`config.mk`:
```
export PLATFORM = sky130hd
export DESIGN_NAME = inst_encoder
export DESIGN_NICKNAME = d
export VERILOG_FILES = /design/src/rtl/inst_encoder.sv
export SDC_FILE = /design/constraint.sdc
export NUM_CORES = 1
export LEC_CHECK = 0
export CORE_MARGIN = 8
export CORE_UTILIZATION = 50
export DETAILED_ROUTE_END_ITERATION = 7
export PLACE_DENSITY = 0.83
export SYNTH_ARGS = -nofsm -noshare
export SYNTH_HDL_FRONTEND = slang
export SYNTH_SLANG_ARGS = --single-unit
export TNS_END_PERCENT = 100
```
`constraint.sdc`:
```
create_clock -name clk -period 3.7 [get_ports clk]
set_input_delay 0.74 -clock clk [delete_from_list [all_inputs] [get_ports clk]]
set_output_delay 0.74 -clock clk [all_outputs]
set_load 0.01 [all_outputs]
```
`src/rtl/inst_encoder.sv`:
```
// inst_encoder: packs decoded instruction fields into 32-bit P32 words,
// buffers them in a small FIFO and streams them to the instruction-memory
// write port with sequential (wrapping) word addresses. A start/flush FSM
// frames each program load.
// Optional build macro INST_ENC_LINT_EN adds a sticky field-legality flag;
// without it lint_err is tied low and no checking logic exists.

`ifndef ALU_OPCODE
`define ALU_OPCODE 8
`endif
`ifndef REGADDR
`define REGADDR 4
`endif
`ifndef HALF
`define HALF 16
`endif
`ifndef WORD
`define WORD 32
`endif

module inst_encoder #(
    parameter int DEPTH  = 4,
    parameter int ADDR_W = 12
) (
    input  logic                   clk,
    input  logic                   reset_n,
    input  logic                   start,
    input  logic [ADDR_W-1:0]      base_addr,
    input  logic                   flush,
    input  logic                   in_valid,
    output logic                   in_ready,
    input  logic [`ALU_OPCODE-1:0] opcode,
    input  logic [`REGADDR-1:0]    rd,
    input  logic [`REGADDR-1:0]    rs,
    input  logic                   isfloat,
    input  logic                   src,
    input  logic [1:0]             dst,
    input  logic [`HALF-1:0]       imm,
    output logic                   out_valid,
    input  logic                   out_ready,
    output logic [ADDR_W-1:0]      out_addr,
    output logic [`WORD-1:0]       out_data,
    output logic                   busy,
    output logic                   done,
    output logic                   lint_err
);

    localparam int PTR_W = (DEPTH > 1) ? $clog2(DEPTH) : 1;
    localparam logic [PTR_W:0] DEPTH_C = (PTR_W + 1)'(DEPTH);

    localparam logic [1:0] ST_IDLE  = 2'd0;
    localparam logic [1:0] ST_RUN   = 2'd1;
    localparam logic [1:0] ST_DRAIN = 2'd2;

    logic [1:0]        state_q, state_d;
    logic [PTR_W:0]    count_q, count_d;
    logic [PTR_W-1:0]  wr_ptr_q, wr_ptr_d;
    logic [PTR_W-1:0]  rd_ptr_q, rd_ptr_d;
    logic [ADDR_W-1:0] addr_q, addr_d;
    logic [`WORD-1:0]  mem_q [DEPTH];
    logic [`WORD-1:0]  mem_d [DEPTH];
    logic              done_q, done_d;

    logic              push_s, pop_s, in_ready_s, out_valid_s;
    logic [`WORD-1:0]  word_s;

    // Field packing; the register form zero-fills the low 12 bits.
    function automatic logic [`WORD-1:0] encode_word(
        input logic [`ALU_OPCODE-1:0] f_op,
        input logic [`REGADDR-1:0]    f_rd,
        input logic [`REGADDR-1:0]    f_rs,
        input logic                   f_isfloat,
        input logic                   f_src,
        input logic [1:0]             f_dst,
        input logic [`HALF-1:0]       f_imm
    );
        logic [`WORD-1:0] w;
        if (f_src) begin
            w = {f_op[7:4], f_isfloat, f_src, f_dst, f_rd, f_op[3:0], f_imm};
        end else begin
            w = {f_op[7:4], f_isfloat, f_src, f_dst, f_rd, f_rs, f_op[3:0], 12'h000};
        end
        return w;
    endfunction

    // Handshake qualifiers: in_ready depends only on state and count, never on out_ready.
    always_comb begin
        in_ready_s  = (state_q == ST_RUN) && (count_q < DEPTH_C);
        out_valid_s = (count_q != '0);
        push_s      = in_valid && in_ready_s;
        pop_s       = out_valid_s && out_ready;
        word_s      = encode_word(opcode, rd, rs, isfloat, src, dst, imm);
    end

    // Load-framing FSM; done pulses on the DRAIN->IDLE transition.
    always_comb begin
        state_d = state_q;
        done_d  = 1'b0;
        case (state_q)
            ST_IDLE: begin
                if (start) state_d = ST_RUN;
                else       state_d = ST_IDLE;
            end
            ST_RUN: begin
                if (flush) state_d = ST_DRAIN;
                else       state_d = ST_RUN;
            end
            ST_DRAIN: begin
                if (count_q == '0) begin
                    state_d = ST_IDLE;
                    done_d  = 1'b1;
                end else begin
                    state_d = ST_DRAIN;
                end
            end
            default: state_d = ST_IDLE;
        endcase
    end

    // FIFO storage, pointers, occupancy and the write-address counter.
    always_comb begin
        for (int i = 0; i < DEPTH; i++) begin
            mem_d[i] = mem_q[i];
        end
        if (push_s) begin
            mem_d[wr_ptr_q] = word_s;
            wr_ptr_d        = wr_ptr_q + PTR_W'(1);
        end else begin
            wr_ptr_d        = wr_ptr_q;
        end
        if (pop_s) rd_ptr_d = rd_ptr_q + PTR_W'(1);
        else       rd_ptr_d = rd_ptr_q;
        case ({push_s, pop_s})
            2'b10:   count_d = count_q + (PTR_W + 1)'(1);
            2'b01:   count_d = count_q - (PTR_W + 1)'(1);
            default: count_d = count_q;
        endcase
        if ((state_q == ST_IDLE) && start) addr_d = base_addr;
        else if (pop_s)                    addr_d = addr_q + ADDR_W'(1);
        else                               addr_d = addr_q;
    end

    // State, FIFO and counter registers with synchronous active-low reset.
    always_ff @(posedge clk) begin
        if (!reset_n) begin
            state_q  <= ST_IDLE;
            count_q  <= '0;
            wr_ptr_q <= '0;
            rd_ptr_q <= '0;
            addr_q   <= '0;
            done_q   <= 1'b0;
            for (int i = 0; i < DEPTH; i++) begin
                mem_q[i] <= '0;
            end
        end else begin
            state_q  <= state_d;
            count_q  <= count_d;
            wr_ptr_q <= wr_ptr_d;
            rd_ptr_q <= rd_ptr_d;
            addr_q   <= addr_d;
            done_q   <= done_d;
            for (int i = 0; i < DEPTH; i++) begin
                mem_q[i] <= mem_d[i];
            end
        end
    end

`ifdef INST_ENC_LINT_EN
    logic lint_q, lint_d;

    // Sticky flag for accepted bundles carrying a non-zero unused field; start clears it.
    always_comb begin
        if ((state_q == ST_IDLE) && start) begin
            lint_d = 1'b0;
        end else if (push_s && ((!src && (imm != 16'h0000)) || (src && (rs != 4'h0)))) begin
            lint_d = 1'b1;
        end else begin
            lint_d = lint_q;
        end
    end

    // Lint flag register.
    always_ff @(posedge clk) begin
        if (!reset_n) lint_q <= 1'b0;
        else          lint_q <= lint_d;
    end

    assign lint_err = lint_q;
`else
    assign lint_err = 1'b0;
`endif

    assign in_ready  = in_ready_s;
    assign out_valid = out_valid_s;
    assign out_data  = mem_q[rd_ptr_q];
    assign out_addr  = addr_q;
    assign busy      = (state_q != ST_IDLE);
    assign done      = done_q;

endmodule

```
* Word-level counts from Yosys, hierarchy flattened
Memory sizes are Yosys's and may differ from the RTL's. A register that Yosys moved wholly into a read port is not among the register bits. Index checks and enable logic that the tools add are counted. Widths: inputs -> output; s select.
Operators by class: reductions and logical operators 12, shift-type cells 0, equal/unequal tests 4, add/sub/neg operators 5, bitwise gates (word level) 5, $mul 0, order comparisons 3, div/mod/pow operators 0, muxes and demuxes 21
Operator list (number):
- $mux 32 | 5
- $bwmux 128 | 1
- $mux 128 | 1
- $demux 32 s2 | 1
- $mux 27 | 1
- $mux 12 | 2
- $add 12x1->12 const B | 1
- $mux 2 | 4
- $pmux 2 s3 | 1
- $pmux 3 s2 | 1
- $reduce_bool 2->1 | 3
- $logic_and 1x1->1 | 5
- $add 2x1->2 const B | 2
- $eq 2x1->1 const B | 2
- $eq 2x2->1 const B | 2
- $mux 1 | 4
- $or 1x1->1 | 4
- $add 3x1->3 const B | 1
- $ge 3x3->1 const B | 1
- $logic_not 3->1 | 1
- $lt 3x1->1 const B | 1
- $lt 3x3->1 const B | 1
- $not 2->3 | 1
- $reduce_bool 3->1 | 1
- other kinds (3) | 3
Storage, ports and cells: memory bits (writable) 128, input port bits 54, memory bits (read-only) 0, output and inout port bits 49, memories 1, flip-flop bits (word level) 22, logic and storage cells 57, latch bits 0
Memories:
- mem_q | depth 4, width 32, rd ports 5, clocked after memory_dff 1, write ports 4, line 60 | logic [`WORD-1:0] mem_q [DEPTH];

* Depth between registers and ports, before layout
depth after elaboration 8, mapped depth 9, depth with buffers taken out 8

* Least setup slack after synthesis
Ideal clock, no wire load.
path kind input to register, start input in_valid, end register count_q[2], arrival time 2.247 ns, path slack 1.383 ns, buffers on the path 1, cell stages on the path 9, required time 3.630 ns, cell sequence and4bb_4 -> buf_6 -> inv_1 -> ha_1 -> inv_1 -> fa_1 -> xor2_1 -> or3_1 -> a21oi_1
On the way: cells in the longest elaborated chain, start to end 3, elaborated cells on any way between the ends 5, classes of those cells eq/ne: 2; mux: 1; reduce/logical: 2
RTL lines:
- from (decl) | line 30 | input logic in_valid,
- $logic_and 1x1->1 (*) | line 90 | push_s = in_valid && in_ready_s;
- $eq 2x1->1 or $eq 2x2->1 (tied branches) | line 133 | case ({push_s, pop_s})
- $pmux 3 s2 or $reduce_bool 2->1 (tied branches)
- to (signal assigned) | line 157 | count_q <= count_d;
- to (decl) | line 56 | logic [PTR_W:0] count_q, count_d;
Mark *: on every way between the ends. The rest lies on a longest branch, timed or not. A chain may end at the register's enable or synchronous reset.

==> flow_metrics.py <==
metrics = {
    "logic_synthesis": {
        "syn_inst": 726,
        "async_reset_ff_frac": 0,
        "synth_top_area_share": 0.4642,
        "syn-num-nets": 787,
        "synth_common_cells": "nand2_1, dfxtp_1, a21oi_1",
        "synth_ff_type": "dfxtp_1",
        "ys_top_cells_by_area": "dfxtp_1, mux4_2, nand2_1, a21oi_1, nand3_1",
        "yosysMostFrequentCell": "nand2_1",
        "synth_edf_count": 0,
        "ys_seq_area_frac": 0.4642,
        "yosysTopAreaCell": "dfxtp_1",
        "ys_ff_latch": 152,
        "synth_cell_types": 43,
        "ys_warn_count": 0,
        "synth_area_um2": 6555,
        "avgSynthCellArea_um2": 9.029,
    },
    "critical_path": {
        "start_kind": "flip-flop",
        "crit_type": "flip-flop to output port",
        "cp_slowest_cell": "dfxtp_2",
        "crit_buf_inv": 2,
        "critPathCaptureType": "output port",
        "crit_fanout": 20,
        "cp_data_required_time_ns": 2.96,
        "crit_family": "buffers and inverters",
        "cp.arrival_ns": 2.39,
        "max_stage_delay_ns": 0.80,
        "worstPathCellList": "buf_4, mux4_2, clkdlybuf4s50_1",
    },
    "floorplanning": {
        "die_area_um2": 17030,
        "core_area_um2": 13030,
        "die_w_um": 130.5,
        "start_util": 0.5030,
        "rows": 42,
        "io_pins": 103,
        "die_h_um": 130.5,
    },
    "run_status": {
        "status": "finished clean",
    },
    "finish": {
        "area_growth_pct": 23.99,
        "num-nets-final": 853,
        "drive_gt1_frac": 0.1056,
    },
    "pwr": {
        "powerDensity_nw_per_um2": 506.2,
        "peakVddDrop_mv": 0.3553,
        "p_total_uw": 4114,
        "p_leak_uw": 0.002637,
    },
    "clocking": {
        "htree_num_levels": 4,
        "cts_buffers": 17,
        "cts.path.max_buffers": 2,
        "clock_sinks": 152,
        "cts_tree": "done",
        "root_buffer": "clkbuf_16",
        "path_clk_slew_ns": 0.06,
        "cts_resized": 0,
        "post_cts_buffers": 0,
        "clkLatencyLatePin_ns": 0.42,
        "hold_buffers": 0,
    },
    "sta": {
        "hold_viol": 0,
        "finalSetupTns_ns": 0,
        "slew_headroom": 0.2990,
        "finClkSkew_ns": 0.006159,
        "worstMarginPinSlew_ns": 1.049,
        "finalSetupViolCount": 0,
        "timing.final.crit_share": 0.8453,
        "max_freq_mhz": 319.7,
        "period_needed_ns": 3.128,
        "drv_slew": 0,
        "grt_setup_unrepaired": "no",
    },
    "grt": {
        "grt_pass1_vias": 5292,
        "grt_max_degree": 85,
        "overflow": 0,
        "grt_pass1_wl_mm": 26.50,
        "track_usage": 0.1989,
        "antenna_found_initial": 1,
    },
    "drt": {
        "drtIter0Drc": 587,
        "routedWlPerCell_um": 16.66,
        "finalWirelength_mm": 16.36,
        "viasPerCell": 5.485,
        "dr.pass1.iters": 5,
        "drc_errors": 0,
        "route.antenna.remaining_nets": 0,
        "vias": 5386,
    },
    "place": {
        "io_buffers": 101,
        "dp_hpwl_mm": 10.14,
        "gp_congestion": 0.8225,
    },
    "flow_run": {
        "maxCapViolCount": 0,
    },
    "worst_hold_path": {
        "hold_class": "flip-flop to flip-flop",
    },
}
worst paths after layout:
kind | start | depth (start not counted) | slack, ns | end
max | flip-flop | 3 | 0.57 | out_data[13]
min | mem_q[0][8]$_SDFFE_PN0P_ | 2 | 0.45 | mem_q[0][8]$_SDFFE_PN0P_
max reg2reg | count_q[2]$_SDFFE_PN0P_ | 8 | 1.58 | count_q[2]$_SDFFE_PN0P_
min reg2reg | mem_q[0][8]$_SDFFE_PN0P_ | 2 | 0.45 | mem_q[0][8]$_SDFFE_PN0P_
tightest hold or removal path, cell delays in order (launching register included):
cell	delay, ns
dfxtp_1	0.31
nand2_1	0.05
a21oi_1	0.05
routing by layer:
layer  GRT usage  up-vias  share of wire
li1            -     2656              -
met1      0.2378     2550           0.41
met2      0.3395      165           0.52
met3     0.05114       15          0.065
met4     0.07022        0          0.013
met5           0        -              0
state kept, by name (all words and copies together) (netlist names), named ones only:
register  count
count_q       3
done          1
mem_q       128
out_addr     12
rd_ptr_q      2
state_q       2
wr_ptr_q      2
final cells by class:
cell class	instances	area, µm²
well taps	176	220.2
repair buffers	111	1094
inverters	11	43.79
diodes	1	2.502
clock inverters	7	90.09
fillers	1127	4905
clock buffers	25	505.5
multi-input cells	499	3127
flip-flops and latches	152	3045
through the flow:
step	instances	hold slack [ns]	area, µm²	setup WS (ns)	utilization
2_1_floorplan	726	0.4331	6555	1.383	-
3_3_place_gp	949	0.4385	7530	0.8734	0.5778
3_5_place_dp	949	0.4464	7530	0.8252	0.5778
4_1_cts	981	0.4544	8125	0.4948	0.6235
5_1_grt	982	0.4653	8128	0.4179	0.6237
6_report	982	0.4531	8128	0.5722	0.6237
power breakdown:
part / leakage, µW / switching, µW / internal (µW)
Sequential: 0.00123 / 104 / 1700
Combinational: 0.00112 / 284 / 304
Clock: 0.000289 / 646 / 1080
Total: 0.00264 / 1030 / 3080
kinds of logic after synthesis:
group	after synthesis	synth area share
AND/OR/NAND/NOR	277	0.1810
other	1	0.0005721
adder cells (fa/ha/maj)	7	0.01451
buffers and inverters	75	0.05917
AO/OA/AOI/OAI	161	0.1409
XOR/XNOR	12	0.01603
multiplexers	41	0.1237
flip-flops	152	0.4642
layout by cell type (no fill, tap or decap), drive strengths merged, types with 2 or more instances in the layout:
cell type	count
clkinv	3
a211oi	32
nor3	5
clkbuf	25
mux4	32
buf	11
nand3	51
clkdlybuf4s50	100
nand4	4
and2	5
o21ai	14
clkinvlp	2
nand2	156
o31ai	2
xnor2	7
nor2	44
dfxtp	152
bufinv	2
a21oi	107
ha	6
a31oi	3
mux2i	9
xor2	5
inv	11
nor4	3
(Power assumes the default switching activity.)
